--- src/rtl/mem_pkg.sv ---
// Shared types and constants for the memory pipeline stage.
package mem_pkg;

    localparam int DATA_W     = 16;
    localparam int REG_ADDR_W = 3;

    typedef enum logic [1:0] {
        IDLE   = 2'd0,
        REQ    = 2'd1,
        RESP   = 2'd2,
        HALTED = 2'd3
    } state_t;

    // A word access must sit on an even address.
    function automatic logic is_unaligned(input logic mem_op, input logic addr_lsb);
        return mem_op & addr_lsb;
    endfunction

endpackage

--- src/rtl/mem_timeout_ctr.sv ---
// Counts cycles an access has been outstanding; o_expired is high during the
// last permitted cycle (count == TIMEOUT-1) and beyond.
module mem_timeout_ctr #(
    parameter int TIMEOUT = 64,
    parameter int CNT_W   = 7
) (
    input  logic clk,
    input  logic rst,
    input  logic i_clr,
    input  logic i_en,
    output logic o_expired
);

    localparam logic [CNT_W-1:0] LIMIT = CNT_W'(TIMEOUT - 1);

    logic [CNT_W-1:0] r_cnt;
    logic [CNT_W-1:0] w_cnt_inc;
    logic             r_expired;

    assign w_cnt_inc = r_cnt + {{(CNT_W-1){1'b0}}, 1'b1};
    assign o_expired = r_expired;

    // Count register with the expiry flag computed one cycle ahead.
    always_ff @(posedge clk or negedge rst) begin
        if (!rst) begin
            r_cnt     <= {CNT_W{1'b0}};
            r_expired <= 1'b0;
        end else if (i_clr) begin
            r_cnt     <= {CNT_W{1'b0}};
            r_expired <= (LIMIT == {CNT_W{1'b0}});
        end else if (i_en) begin
            r_cnt     <= w_cnt_inc;
            r_expired <= (w_cnt_inc >= LIMIT);
        end else begin
            r_cnt     <= r_cnt;
            r_expired <= r_expired;
        end
    end

endmodule

--- src/rtl/mem_stage.sv ---
// Memory pipeline stage: req/gnt/resp handshake to data memory, stalls execute
// while an access is outstanding, flags unaligned/timeout errors and halts.
module mem_stage
    import mem_pkg::*;
#(
    parameter int TIMEOUT = 64,
    parameter int CNT_W   = 7
) (
    input  logic                  clk,
    input  logic                  rst,
    input  logic                  in_valid,
    output logic                  in_ready,
    input  logic [DATA_W-1:0]     in_aluOut,
    input  logic [DATA_W-1:0]     in_writeData,
    input  logic                  in_memRead,
    input  logic                  in_memWrite,
    input  logic                  in_halt,
    input  logic                  in_regWrite,
    input  logic [REG_ADDR_W-1:0] in_writeReg,
    input  logic                  in_memToReg,
    output logic                  mem_req,
    output logic                  mem_we,
    output logic [DATA_W-1:0]     mem_addr,
    output logic [DATA_W-1:0]     mem_wdata,
    input  logic                  mem_gnt,
    input  logic                  mem_rvalid,
    input  logic [DATA_W-1:0]     mem_rdata,
    output logic                  out_valid,
    output logic [DATA_W-1:0]     out_readData,
    output logic [DATA_W-1:0]     out_aluOut,
    output logic                  out_regWrite,
    output logic [REG_ADDR_W-1:0] out_writeReg,
    output logic                  out_memToReg,
    output logic                  out_halt,
    output logic                  err
);

    state_t                r_state;
    state_t                w_next_state;
    logic                  r_req, r_we;
    logic [DATA_W-1:0]     r_addr, r_wdata;
    logic                  r_p_regwrite, r_p_memtoreg;
    logic [REG_ADDR_W-1:0] r_p_writereg;
    logic                  r_out_valid, r_out_regwrite, r_out_memtoreg, r_out_halt, r_err;
    logic [DATA_W-1:0]     r_out_rdata, r_out_alu;
    logic [REG_ADDR_W-1:0] r_out_writereg;

    logic                  w_accept, w_mem_op, w_misalign, w_start, w_cnt_en, w_expired;
    logic                  w_retire, w_ret_regwrite, w_ret_memtoreg, w_ret_halt, w_set_err;
    logic [DATA_W-1:0]     w_ret_alu, w_ret_rdata;
    logic [REG_ADDR_W-1:0] w_ret_writereg;

    assign in_ready     = (r_state == IDLE);
    assign w_accept     = in_valid & in_ready;
    assign w_mem_op     = in_memRead | in_memWrite;
    assign w_misalign   = is_unaligned(w_mem_op, in_aluOut[0]);
    assign w_cnt_en     = (r_state == REQ) || (r_state == RESP);

    assign mem_req      = r_req;
    assign mem_we       = r_we;
    assign mem_addr     = r_addr;
    assign mem_wdata    = r_wdata;
    assign out_valid    = r_out_valid;
    assign out_readData = r_out_rdata;
    assign out_aluOut   = r_out_alu;
    assign out_regWrite = r_out_regwrite;
    assign out_writeReg = r_out_writereg;
    assign out_memToReg = r_out_memtoreg;
    assign out_halt     = r_out_halt;
    assign err          = r_err;

    mem_timeout_ctr #(.TIMEOUT(TIMEOUT), .CNT_W(CNT_W)) u_timeout (
        .clk       (clk),
        .rst       (rst),
        .i_clr     (w_start),
        .i_en      (w_cnt_en),
        .o_expired (w_expired)
    );

    // Next state and retirement fields; completions retire the pending fields latched at acceptance.
    always_comb begin
        w_next_state   = r_state;
        w_start        = 1'b0;
        w_retire       = 1'b0;
        w_set_err      = 1'b0;
        w_ret_halt     = 1'b0;
        w_ret_rdata    = {DATA_W{1'b0}};
        w_ret_alu      = r_addr;
        w_ret_regwrite = r_p_regwrite;
        w_ret_writereg = r_p_writereg;
        w_ret_memtoreg = r_p_memtoreg;
        case (r_state)
            IDLE: begin
                if (w_accept) begin
                    w_ret_alu      = in_aluOut;
                    w_ret_regwrite = in_regWrite;
                    w_ret_writereg = in_writeReg;
                    w_ret_memtoreg = in_memToReg;
                    if (in_halt) begin
                        w_retire     = 1'b1;
                        w_ret_halt   = 1'b1;
                        w_next_state = HALTED;
                    end else if (w_misalign) begin
                        w_retire       = 1'b1;
                        w_ret_regwrite = 1'b0;
                        w_set_err      = 1'b1;
                        w_next_state   = HALTED;
                    end else if (w_mem_op) begin
                        w_start      = 1'b1;
                        w_next_state = REQ;
                    end else begin
                        w_retire = 1'b1;
                    end
                end else begin
                    w_next_state = IDLE;
                end
            end
            REQ: begin
                if (mem_gnt) begin
                    if (r_we) begin
                        w_retire     = 1'b1;
                        w_next_state = IDLE;
                    end else begin
                        w_next_state = RESP;
                    end
                end else if (w_expired) begin
                    w_retire       = 1'b1;
                    w_ret_regwrite = 1'b0;
                    w_set_err      = 1'b1;
                    w_next_state   = HALTED;
                end else begin
                    w_next_state = REQ;
                end
            end
            RESP: begin
                // rvalid alongside gnt was seen in REQ and is deliberately not looked at there.
                if (mem_rvalid) begin
                    w_retire     = 1'b1;
                    w_ret_rdata  = mem_rdata;
                    w_next_state = IDLE;
                end else if (w_expired) begin
                    w_retire       = 1'b1;
                    w_ret_regwrite = 1'b0;
                    w_set_err      = 1'b1;
                    w_next_state   = HALTED;
                end else begin
                    w_next_state = RESP;
                end
            end
            HALTED:  w_next_state = HALTED;
            default: w_next_state = IDLE;
        endcase
    end

    // State, request fields and pending writeback controls.
    always_ff @(posedge clk or negedge rst) begin
        if (!rst) begin
            r_state      <= IDLE;
            r_req        <= 1'b0;
            r_we         <= 1'b0;
            r_addr       <= {DATA_W{1'b0}};
            r_wdata      <= {DATA_W{1'b0}};
            r_p_regwrite <= 1'b0;
            r_p_writereg <= {REG_ADDR_W{1'b0}};
            r_p_memtoreg <= 1'b0;
        end else begin
            r_state <= w_next_state;
            if (w_start) begin
                r_req        <= 1'b1;
                r_we         <= in_memWrite;
                r_addr       <= in_aluOut;
                r_wdata      <= in_writeData;
                r_p_regwrite <= in_regWrite;
                r_p_writereg <= in_writeReg;
                r_p_memtoreg <= in_memToReg;
            end else if ((r_state == REQ) && (mem_gnt || w_expired)) begin
                r_req <= 1'b0;
            end else begin
                r_req <= r_req;
            end
        end
    end

    // Result registers: one-cycle valid pulse, everything else holds between retirements.
    always_ff @(posedge clk or negedge rst) begin
        if (!rst) begin
            r_out_valid    <= 1'b0;
            r_out_rdata    <= {DATA_W{1'b0}};
            r_out_alu      <= {DATA_W{1'b0}};
            r_out_regwrite <= 1'b0;
            r_out_writereg <= {REG_ADDR_W{1'b0}};
            r_out_memtoreg <= 1'b0;
            r_out_halt     <= 1'b0;
            r_err          <= 1'b0;
        end else begin
            r_out_valid <= w_retire;
            r_err       <= r_err | w_set_err;
            if (w_retire) begin
                r_out_rdata    <= w_ret_rdata;
                r_out_alu      <= w_ret_alu;
                r_out_regwrite <= w_ret_regwrite;
                r_out_writereg <= w_ret_writereg;
                r_out_memtoreg <= w_ret_memtoreg;
                r_out_halt     <= w_ret_halt;
            end else begin
                r_out_rdata    <= r_out_rdata;
                r_out_alu      <= r_out_alu;
                r_out_regwrite <= r_out_regwrite;
                r_out_writereg <= r_out_writereg;
                r_out_memtoreg <= r_out_memtoreg;
                r_out_halt     <= r_out_halt;
            end
        end
    end

endmodule

--- config.mk ---
export PLATFORM = sky130hd
export DESIGN_NAME = mem_stage
export DESIGN_NICKNAME = d
export VERILOG_FILES = /design/src/rtl/mem_pkg.sv /design/src/rtl/mem_timeout_ctr.sv /design/src/rtl/mem_stage.sv
export SDC_FILE = /design/constraint.sdc
export NUM_CORES = 1
export LEC_CHECK = 0
export BUFFER_PORTS_ARGS = -buffer_cell sky130_fd_sc_hd__buf_2
export CAP_MARGIN = 20
export CORE_MARGIN = 5
export CORE_UTILIZATION = 25
export DETAILED_ROUTE_END_ITERATION = 7
export GPL_TIMING_DRIVEN = 0
export RECOVER_POWER = 25
export SLEW_MARGIN = 0
export SYNTH_ARGS = -nofsm -noshare
export SYNTH_HDL_FRONTEND = slang
export SYNTH_SLANG_ARGS = --single-unit
export TNS_END_PERCENT = 50
--- constraint.sdc ---
create_clock -name clk -period 2.5 [get_ports clk]
set_input_delay 0.125 -clock clk [delete_from_list [all_inputs] [get_ports clk]]
set_output_delay 0.125 -clock clk [all_outputs]
set_load 0.05 [all_outputs]
## After elaboration in Yosys (flattened, before gate mapping)

Cells that the tools add are included.

- Flip-flop bits (word level): 89
- Bits of input ports: 61

- $add $sub $neg: 1
- Magnitude comparators: 1
- Equal/unequal tests: 4
- Muxes and demuxes: 54
- Bitwise logic cells: 4
- Reduce and logical (&&, ||, !) cells: 6

Operators by type and width:

| kind | number |
|---|---|
| $mux 16 | 4 |
| $mux 1 | 34 |
| $mux 2 | 8 |
| $mux 7 | 2 |
| $pmux 1 s3 | 3 |
| $pmux 2 s4 | 1 |
| $add 7x1->7 const B | 1 |
| $ge 7x6->1 const B | 1 |
| $mux 3 | 2 |
| $ne 5x3->1 const B | 1 |
| $eq 2x2->1 const B | 2 |
| $reduce_bool 2->1 | 2 |
| $and 1x1->1 | 2 |
| $eq 2x1->1 const B | 1 |
| $logic_not 2->1 | 1 |
| $logic_or 1x1->1 | 2 |
| $or 1x1->1 | 2 |
| $logic_and 1x1->1 | 1 |

## Logic depth before layout (Yosys ltp)

Gate-level depths: netlist of the first run.

- Word-level depth: 7
- Depth in mapped cells: 11
- Mapped depth without buffers: 8

## Modules after synthesis

A second synthesis of the first run with hierarchy kept.

- Cell total of the unflattened synthesis: 294
- Area total of the unflattened synthesis: 4,083.9 um^2

By module, submodules not included:

| module | times used | cells an instance | area each (um^2) | seq. area each (um^2) |
|---|---|---|---|---|
| mem_stage | 1 | 246 | 3,616.0 | 2,026.9 |
| mem_timeout_ctr | 1 | 48 | 467.9 | 200.2 |

## Least setup slack after synthesis of the first run

No wires, ideal clock.

- Path type: register -> register
- Start: reg r_state[0]
- End: reg r_addr[15], in the netlist mem_addr[15]
- Arrival: 2.117 ns
- Setup slack: 0.258 ns
- Stages on the path, launching flop included: 8
- Path buffers: 2
- Cell sequence: dfrtp_1 -> inv_1 -> ha_1 -> nand2_2 -> nor4_2 -> buf_4 -> buf_6 -> mux2_2

- Longest elaborated chain between the ends: 4

RTL lines:

| item | line | text |
|---|---|---|
| start, declared | mem_stage.sv:38 | `state_t r_state;` |
| start signal, assigned | mem_stage.sv:167 | `r_state <= w_next_state;` |
| $logic_not 2->1 (*) | mem_stage.sv:53 | `assign in_ready = (r_state == IDLE);` |
| named net in_ready | mem_stage.sv:12 | `output logic in_ready,` |
| $and 1x1->1 | mem_stage.sv:54 | `assign w_accept = in_valid & in_ready;` |
| $mux 1 | mem_stage.sv:94 | `if (w_accept) begin` |
| $mux 1 (*) | mem_stage.sv:92 | `case (r_state)` |
| end signal, assigned | mem_stage.sv:161 | `r_addr <= {DATA_W{1'b0}};` |
| end signal, assigned | mem_stage.sv:171 | `r_addr <= in_aluOut;` |
| end, declared | mem_stage.sv:41 | `logic [DATA_W-1:0] r_addr, r_wdata;` |

The timed path passes the listed nets; every way through them passes the cells marked *.
A chain may end at the register's enable or synchronous reset.

## Final worst setup path of the first run

- Start: reg r_state[0]
- End: reg r_wdata[15], in the netlist mem_wdata[15]

- Longest elaborated chain between the ends: 4

RTL lines:

| item | line | text |
|---|---|---|
| $logic_not 2->1 (*) | mem_stage.sv:53, mem_stage.sv:92 |  |
| $and 1x1->1 | mem_stage.sv:54 |  |
| $mux 1 | mem_stage.sv:94 |  |
| $mux 1 (*) | mem_stage.sv:92 |  |
| end signal, assigned | mem_stage.sv:162 | `r_wdata <= {DATA_W{1'b0}};` |
| end signal, assigned | mem_stage.sv:172 | `r_wdata <= in_writeData;` |
| end, declared | mem_stage.sv:41 |  |

Every way passes the cells marked *; elsewhere a longest branch is shown, timed or not.

==> impl_metrics.csv, run 1 <==
group,metric,value,unit
worst_hold_path,hp-start,"mem_rdata[3]",
cells_and_area,diodes,0,
die,num_rows,46,
power_and_ir_drop,power_density,1510,nW/um^2
detailed_routing,vias,3112,
clock_network,cts_tree,"built",
detailed_routing,avgViaCountPerCell,4.31,
worst_setup_path,critPathLaunchType,"register",
synth,seq_area_frac_synth,56.4,%
timing,drv_slew,31,
clock_network,cts.sinks,89,
place,place_area,4920,um^2
detailed_routing,firstDrtPassIters,4,
die,io_pins,136,
cells_and_area,nets,569,
cells_and_area,syn2layout_area_growth,36.5,%
clock_network,htree_levels,3,
global_route,antenna_found_initial,2,
synth,ys_top_cells_by_count,"dfrtp_1, nand2_1, mux2_2, o21ai_0, mux2i_1",
timing,period_minus_slack,2.14,ns
detailed_routing,antenna_left,0,
timing,fmax,0.467,GHz
synth,syn_nets,405,
timing,final_hold_viol_count,0,
place,dp_hpwl,7700,um
clock_network,post_cts_resized,0,
timing,worst_slack,0.359,ns
outcome,violations,"capacitance limit, slew limit",
synth,syn_area,3950,um^2
worst_setup_path,critPathMaxFanout,10,
place,dp_slack,0.378,ns
place,gp_congestion,0.796,
timing,min_period_over_period,85.6,%
die,start_util,25.1,%
clock_network,path_clk_slew,0.06,ns
die,die-area,18400,um^2
worst_setup_path,rrSetupSlack,0.36,ns
global_route,grt_overflow,0,
place,place_inst,689,
power_and_ir_drop,ir_worst_vdd,0.798,mV
worst_setup_path,reg2reg_from,"r_state[0]",
clock_network,numCtsBuffers,9,
clock_network,clockBufferDepth,2,
synth,yosysWarningCount,0,
detailed_routing,wl_per_cell,14.6,um
die,die_h,136,um
clock_network,cts_setup_buffers,0,
synth,synth_most_common_cell,"dfrtp_1",
cells_and_area,utilization,34.3,%
synth,yosys.area.top_type,"dfrtp_1",
worst_setup_path,worst_r2r_endpoint,"mem_wdata[15]",
synth,synth.area.top_cells,"dfrtp_1, mux2_2, nand2_1, mux2i_1, o21ai_0",
timing,clock_skew,0.00475,ns
synth,synth_edf_count,0,
die,core_area,15700,um^2
timing,rsz0062_at_grt,"false",
worst_hold_path,hp-class,"primary input to register",
synth,ys.flop_type,"dfrtp_1",
power_and_ir_drop,power.leakage,2.76,nW
global_route,grt_max_degree,60,
run,drv_cap,1,
clock_network,root_buffer,"clkbuf_16",
global_route,grt_pass1_vias,3230,
timing,worstMarginPinSlew,1.88,ns
worst_setup_path,cp-end-kind,"register",
timing,setup_viol,0,
synth,syn-mean-instance-area,11.7,um^2
worst_setup_path,rr_worst_depth,7,
worst_hold_path,holdPathEnd,"out_readData[3]",
worst_hold_path,whs_path_depth,3,
global_route,grt_pass1_wl,16700,um
place,io_buffers,135,
worst_setup_path,worst-setup-path-type,"register to register",
worst_setup_path,required,2.72,ns
detailed_routing,drc,0,
cells_and_area,drive_above_1_share,41.9,%
detailed_routing,drt_iter0_markers,77,
die,die_w,136,um
timing,fin_setup_tns,0,ns
worst_setup_path,worstPathArrival,2.36,ns
synth,synth_cells,337,
detailed_routing,drt_wl_total,10500,um
global_route,groute.usage.overall,11.6,%
synth,ys_ff_latch,89,
cells_and_area,final_cells,722,
synth,netlist-cell-type-count,44,
clock_network,holdBufCountCts,17,
clock_network,worstSkewPairLatency,0.34,ns
cells_and_area,fill_cells,1589,
outcome,status,"finished, violations left",
cells_and_area,stdcell_area,5390,um^2
synth,synthArstFlopShare,100,%
synth,yosysTopAreaCellShare,56.4,%
timing,slew_headroom,-25.2,%
[sequential cells by signal, summed over array words and instances (netlist names)]
register	flops
r_p_writereg	3
r_p_memtoreg	1
out_halt	1
mem_req	1
r_p_regwrite	1
u_timeout.o_expired	1
out_readData	16
r_state	2
out_valid	1
mem_addr	16
out_aluOut	16
err	1
mem_wdata	16
out_memToReg	1
u_timeout.r_cnt	7
out_writeReg	3
mem_we	1
out_regWrite	1
[per-layer routing]
metal | global-route usage, % | up-vias | routed length, um
met5 | 0 | - | 24
met4 | 4.98 | 4 | 231
met3 | 3.90 | 23 | 752
met2 | 18.5 | 97 | 4990
met1 | 14.3 | 1494 | 4540
li1 | - | 1494 | -
[cells by family after synthesis]
group	count (synthesis)	synth area share, %
and+or+nand+nor	106	12.0
DFF	89	56.4
muxes	57	15.6
AOI/OAI and AO/OA	47	7.35
buffers and inverters	24	4.79
xor gates and xnor gates	7	1.55
adders and majority gates	7	2.22
[worst max-delay path: stages, from the launching register on]
cell and delay [ns]:
dfrtp_1 0.42, inv_1 0.12, ha_1 0.28, nand2_2 0.19, nor4_2 0.21, buf_4 0.26
buf_6 0.19, mux2_2 0.35
[per-stage QoR]
stage	hold WS (ns)	power (W)
after detailed placement	0.104	0.00686
final	0.0153	0.00815
after global routing	0.00151	0.00868
after CTS	0.000421	0.00829
after global placement	0.348	0.00672
after floorplan	-0.171	0.00573
[report_power, final]
group | internal (W) | leakage, nW | switching [W]
Sequential | 0.00206 | 1.12 | 0.000375
Combinational | 0.00130 | 1.49 | 0.00305
Clock | 0.000805 | 0.143 | 0.000560
[layout by cell type, fill, tap and decap left out, types with 2 or more instances in the layout]
cell type / Yosys / layout
nor3_1: 2 / 2
dfrtp_1: 89 / 89
mux2_2: 37 / 37
nand4_1: 2 / 2
o21ai_1: 2 / 2
inv_1: 4 / 4
ha_1: 7 / 7
buf_6: 10 / 10
clkbuf_16: 0 / 9
xor2_1: 4 / 4
buf_4: 3 / 3
a211oi_1: 2 / 2
nand2_1: 61 / 61
nor2_1: 11 / 11
nand2_2: 2 / 2
a21oi_1: 4 / 4
inv_6: 1 / 2
clkbuf_1: 0 / 3
buf_2: 6 / 140
nand3_1: 17 / 17
mux2i_1: 20 / 20
o21ai_0: 25 / 25
xnor2_1: 3 / 3
a21o_1: 2 / 2
nor2b_1: 2 / 2
dlygate4sd3_1: 0 / 17
[worst max path at each step]
stage | start | endpoint | slack (ns)
3_5_place_dp | r_state[0] | mem_wdata[9] | 0.38
2_1_floorplan | r_state[0] | mem_addr[15] | 0.26
6_report | r_state[0] | mem_wdata[15] | 0.36
4_1_cts | r_state[0] | mem_wdata[9] | 0.35
3_3_place_gp | r_state[0] | mem_wdata[10] | 0.40
5_1_grt | rst | mem_wdata[11] | 0.16
[layout make-up]
type | instances | area [um^2] | area share (%)
Timing Repair Buffer | 153 | 872 | 16.2
Tap cell | 216 | 270 | 5.02
Inverter | 5 | 23.8 | 0.441
Sequential cell | 89 | 2230 | 41.3
Clock buffer | 12 | 246 | 4.58
Clock inverter | 4 | 51.3 | 0.952
Multi-Input combinational cell | 224 | 1530 | 28.4
Buffer | 19 | 165 | 3.07
No activity file was read; power rests on OpenSTA's default activity.
==> run 2, diff against run 1 <==
--- a/config.mk
+++ b/config.mk
@@ -7,6 +7,7 @@
 export LEC_CHECK = 0
 export BUFFER_PORTS_ARGS = -buffer_cell sky130_fd_sc_hd__buf_2
 export CAP_MARGIN = 20
+export CORE_ASPECT_RATIO = 0.5
 export CORE_MARGIN = 5
 export CORE_UTILIZATION = 25
 export DETAILED_ROUTE_END_ITERATION = 7
==> constraint.sdc (replaced) <==
create_clock -name clk -period 2.5 [get_ports clk]
set_input_delay 0.125 -clock clk [delete_from_list [all_inputs] [get_ports clk]]
set_output_delay 0.125 -clock clk [all_outputs]
set_load 0.01 [all_outputs]
==> impl_metrics.csv, run 2 (synthesis results as in run 1) <==
group,metric,value,unit
outcome,status,"finished, final reports clean",
clock_network,htree_levels,3,
clock_network,worstSkewPairLatency,0.34,ns
timing,min_period_over_period,86.2,%
detailed_routing,drt_iter0_markers,44,
power_and_ir_drop,power.leakage,2.69,nW
die,start_util,25.5,%
global_route,grt_pass1_vias,3286,
die,core_area,15500,um^2
place,io_buffers,135,
cells_and_area,nets,568,
clock_network,clockBufferDepth,2,
detailed_routing,vias,3050,
clock_network,path_clk_slew,0.07,ns
clock_network,cts_tree,"built",
global_route,grt_max_degree,49,
die,num_rows,32,
power_and_ir_drop,p_total,0.00670,W
clock_network,cts.sinks,89,
run,drv_cap,0,
place,gp_congestion,0.773,
cells_and_area,final_common_cell,"buf_2",
clock_network,numCtsBuffers,9,
detailed_routing,drc,0,
detailed_routing,avgViaCountPerCell,4.30,
detailed_routing,drt_wl_total,10300,um
die,io_pins,136,
die,die_w,188,um
cells_and_area,utilization,34.7,%
cells_and_area,final_cells,709,
detailed_routing,wl_per_cell,14.5,um
cells_and_area,drive_above_1_share,38.2,%
cells_and_area,diodes,0,
cells_and_area,syn2layout_area_growth,35.9,%
timing,drv_slew,0,
global_route,grt_pass1_wl,17100,um
timing,worstMarginPinSlew,1.14,ns
timing,rsz0062_at_grt,"false",
global_route,antenna_found_initial,0,
global_route,groute.usage.overall,11.6,%
place,dp_hpwl,7470,um
power_and_ir_drop,power_density,1250,nW/um^2
worst_setup_path,worstPathArrival,2.38,ns
timing,setup_viol,0,
detailed_routing,antenna_left,0,
timing,fin_setup_tns,0,ns
clock_network,post_cts_resized,0,
timing,fmax,0.464,GHz
worst_setup_path,required,2.72,ns
timing,hold_slack,0.0141,ns
cells_and_area,layout_common_cells,"buf_2, dfrtp_1, nand2_1, mux2_2, o21ai_0",
worst_setup_path,critPathLaunchType,"register",
timing,slew_headroom,23.9,%
global_route,grt_overflow,0,
place,place_inst,677,
die,die_h,98.9,um
timing,final_hold_viol_count,0,
power_and_ir_drop,ir_worst_vdd,0.403,mV
detailed_routing,firstDrtPassIters,4,
die,die-area,18600,um^2
clock_network,root_buffer,"clkbuf_16",
timing,clock_skew,0.0117,ns
worst_hold_path,hp-class,"primary input to register",
worst_setup_path,worst-setup-path-type,"register to register",
timing,period_minus_slack,2.16,ns
worst_setup_path,cp-end-kind,"register",
worst_setup_path,critPathMaxFanout,10,
cells_and_area,fill_cells,1611,
-- run 2: worst paths after layout --
check	startpoint	end	slack, ns	cells past startpoint
worst min register to register	out_readData[0]	out_readData[0]	0.46	2
worst max register to register	r_state[1]	mem_wdata[9]	0.34	7
worst max-delay path	r_state[1]	mem_wdata[9]	0.34	7
min in group asynchronous	rst	mem_wdata[3]	0.57	2
max in group asynchronous	rst	mem_wdata[11]	1.13	3
worst min-delay path	mem_rdata[1]	out_readData[1]	0.01	3
-- run 2: what timing repair did --
action | CTS | global route
buffers inserted | 0 | 0
endpoints found under the hold margin | 56 | 0
hold buffers | 16 | 0
-- run 2: metal layers --
layer,global-route usage (%),vias up,part of all wire [%]
met2,21.0,44,53
met5,0,-,0
li1,-,1490,-
met4,3.44,0,1.7
met3,3.33,14,3.2
met1,13.4,1502,42
-- run 2: power breakdown --
part | internal [W] | switching, W | total (W) | leakage (nW)
registers | 0.00206 | 0.000370 | 0.00243 | 1.12
logic | 0.00126 | 0.00152 | 0.00277 | 1.41
clock network | 0.000887 | 0.000608 | 0.00150 | 0.158
total | 0.00420 | 0.00249 | 0.00670 | 2.69
-- run 2: cell type report --
| cell class | instances | area, um^2 | share of cell area (%) |
|---|---|---|---|
| Buffer | 19 | 165 | 3.08 |
| Clock buffer | 9 | 225 | 4.20 |
| Clock inverter | 7 | 101 | 1.89 |
| Inverter | 5 | 23.8 | 0.443 |
| Multi-Input combinational cell | 224 | 1530 | 28.5 |
| Sequential cell | 89 | 2230 | 41.5 |
| Tap cell | 204 | 255 | 4.76 |
| Timing Repair Buffer | 152 | 836 | 15.6 |
-- run 2: worst max-delay path, stage by stage (launching register included) --
cell,delay (ns)
dfrtp_1,0.43
inv_1,0.12
ha_1,0.28
nand2_2,0.20
nor4_2,0.22
buf_4,0.25
buf_6,0.18
mux2_2,0.34
-- run 2: stage by stage --
| stage | setup slack (ns) | area, um^2 |
|---|---|---|
| CTS | 0.317 | 5400 |
| global placement | 0.353 | 4880 |
| global route | 0.141 | 5370 |
| detailed placement | 0.353 | 4910 |
| finish | 0.345 | 5370 |
| floorplan | 0.620 | 3950 |
==> run 3, diff against run 2 <==
--- a/config.mk
+++ b/config.mk
@@ -12,6 +12,7 @@
 export CORE_UTILIZATION = 25
 export DETAILED_ROUTE_END_ITERATION = 7
 export GPL_TIMING_DRIVEN = 0
+export PLACE_DENSITY = 0.5
 export RECOVER_POWER = 25
 export SLEW_MARGIN = 0
 export SYNTH_ARGS = -nofsm -noshare
==> impl_metrics.csv, run 3 (synthesis results as in run 1) <==
group,metric,value,unit
timing,period_minus_slack,2.21,ns
outcome,status,"finished, final reports clean",
run,drv_cap,0,
clock_network,worstSkewPairLatency,0.34,ns
cells_and_area,fill_cells,1655,
cells_and_area,syn2layout_area_growth,31.9,%
worst_setup_path,cp-end-kind,"register",
die,start_util,25.5,%
global_route,grt_max_degree,53,
cells_and_area,nets,559,
power_and_ir_drop,power.leakage,2.62,nW
timing,min_period_over_period,88.4,%
worst_setup_path,critPathLaunchType,"register",
place,io_buffers,135,
power_and_ir_drop,ir_worst_vdd,0.372,mV
timing,setup_viol,0,
timing,final_hold_viol_count,0,
detailed_routing,drc,0,
cells_and_area,drive_above_1_share,37.6,%
die,die-area,18600,um^2
detailed_routing,drt_wl_total,10300,um
worst_hold_path,hp-class,"primary input to register",
global_route,grt_pass1_wl,16800,um
detailed_routing,avgViaCountPerCell,4.28,
detailed_routing,firstDrtPassIters,4,
global_route,antenna_found_initial,0,
global_route,groute.usage.overall,11.2,%
global_route,grt_pass1_vias,3219,
global_route,grt_overflow,0,
detailed_routing,vias,2992,
timing,worstMarginPinSlew,1.05,ns
timing,fmax,0.452,GHz
die,io_pins,136,
clock_network,path_clk_slew,0.06,ns
clock_network,cts_tree,"built",
worst_setup_path,critPathMaxFanout,10,
timing,rsz0062_at_grt,"false",
clock_network,htree_levels,3,
clock_network,cts.sinks,89,
clock_network,numCtsBuffers,9,
clock_network,root_buffer,"clkbuf_16",
worst_setup_path,worstPathArrival,2.43,ns
timing,worst_slack,0.289,ns
detailed_routing,drt_iter0_markers,92,
timing,fin_setup_tns,0,ns
die,num_rows,32,
place,gp_congestion,0.777,
detailed_routing,antenna_left,0,
place,dp_slack,0.263,ns
cells_and_area,layout_common_cells,"buf_2, dfrtp_1, nand2_1, mux2_2, clkbuf_1",
die,core_area,15500,um^2
detailed_routing,wl_per_cell,14.7,um
die,die_w,188,um
worst_setup_path,worst-setup-path-type,"register to register",
place,dp_hpwl,7610,um
power_and_ir_drop,power_density,1230,nW/um^2
cells_and_area,diodes,0,
cells_and_area,final_common_cell,"buf_2",
die,die_h,98.9,um
worst_setup_path,required,2.72,ns
timing,drv_slew,0,
timing,slew_headroom,30.0,%
timing,clock_skew,0.00447,ns
clock_network,clockBufferDepth,2,
run 3: cell types whose count changed in the layout (fill, tap and decap cells not counted):
cell	delta
buf_2	-4
bufinv_16	-2
clkbuf_1	+6
clkbuf_8	+1
clkinv_2	+1
clkinv_4	-1
dlygate4sd3_1	-9
inv_6	-1
inv_8	-1
run 3: per-layer routing:
metal,global-route usage (%),share of wire [%],routed length (um)
met4,3.33,1.5,153
met2,21.1,53,5470
met5,0,0,0
met1,12.6,42,4300
met3,2.90,3.5,360
run 3: cell type report:
class	instances	area [um^2]	share of cell area, %
multi-input cells	224	1530	29.4
repair buffers	143	741	14.2
plain buffers	19	165	3.17
inverters	5	23.8	0.457
clock inverters	3	17.5	0.336
well taps	204	255	4.90
clock buffers	12	246	4.73
flip-flops and latches	89	2230	42.8
run 3: worst paths after layout:
kind,from,end,cells past startpoint,slack (ns)
max,r_state[1],mem_wdata[9],7,0.29
min,mem_rdata[14],out_readData[14],3,0.02
max reg2reg,r_state[1],mem_wdata[9],7,0.29
min reg2reg,out_readData[15],out_readData[15],2,0.46
max in group asynchronous,rst,r_p_writereg[2],3,1.19
min in group asynchronous,rst,u_timeout.r_cnt[6],2,0.51
run 3: critical path: stages, from the launching register on:
cell	delay (ns)
dfrtp_1	0.43
inv_1	0.13
ha_1	0.28
nand2_2	0.19
nor4_2	0.23
buf_4	0.29
buf_6	0.19
mux2_2	0.35
run 3: metrics by stage:
| stage | total power (W) | util (%) | area (um^2) | cells | hold slack [ns] |
|---|---|---|---|---|---|
| global placement | 0.00523 | 31.6 | 4880 | 676 | 0.350 |
| floorplan | 0.00423 | - | 3950 | 337 | -0.171 |
| CTS | 0.00659 | 33.9 | 5230 | 698 | 0.000210 |
| global route | 0.00692 | 33.7 | 5210 | 699 | 0.00979 |
| finish | 0.00641 | 33.7 | 5210 | 699 | 0.0154 |
| detailed placement | 0.00529 | 31.8 | 4910 | 677 | 0.151 |
run 3: what timing repair did:
item | in CTS | in global routing
resized for setup | 0 | 0
buffers inserted | 0 | 0
hold endpoints to repair | 42 | 1
hold buffers | 6 | 1
run 3: where the power goes:
part           switching [W]  internal, W  leakage (nW)
Clock               0.000556     0.000693         0.128
Combinational        0.00149      0.00124          1.37
Sequential          0.000368      0.00206          1.12
Total                0.00242      0.00399          2.62
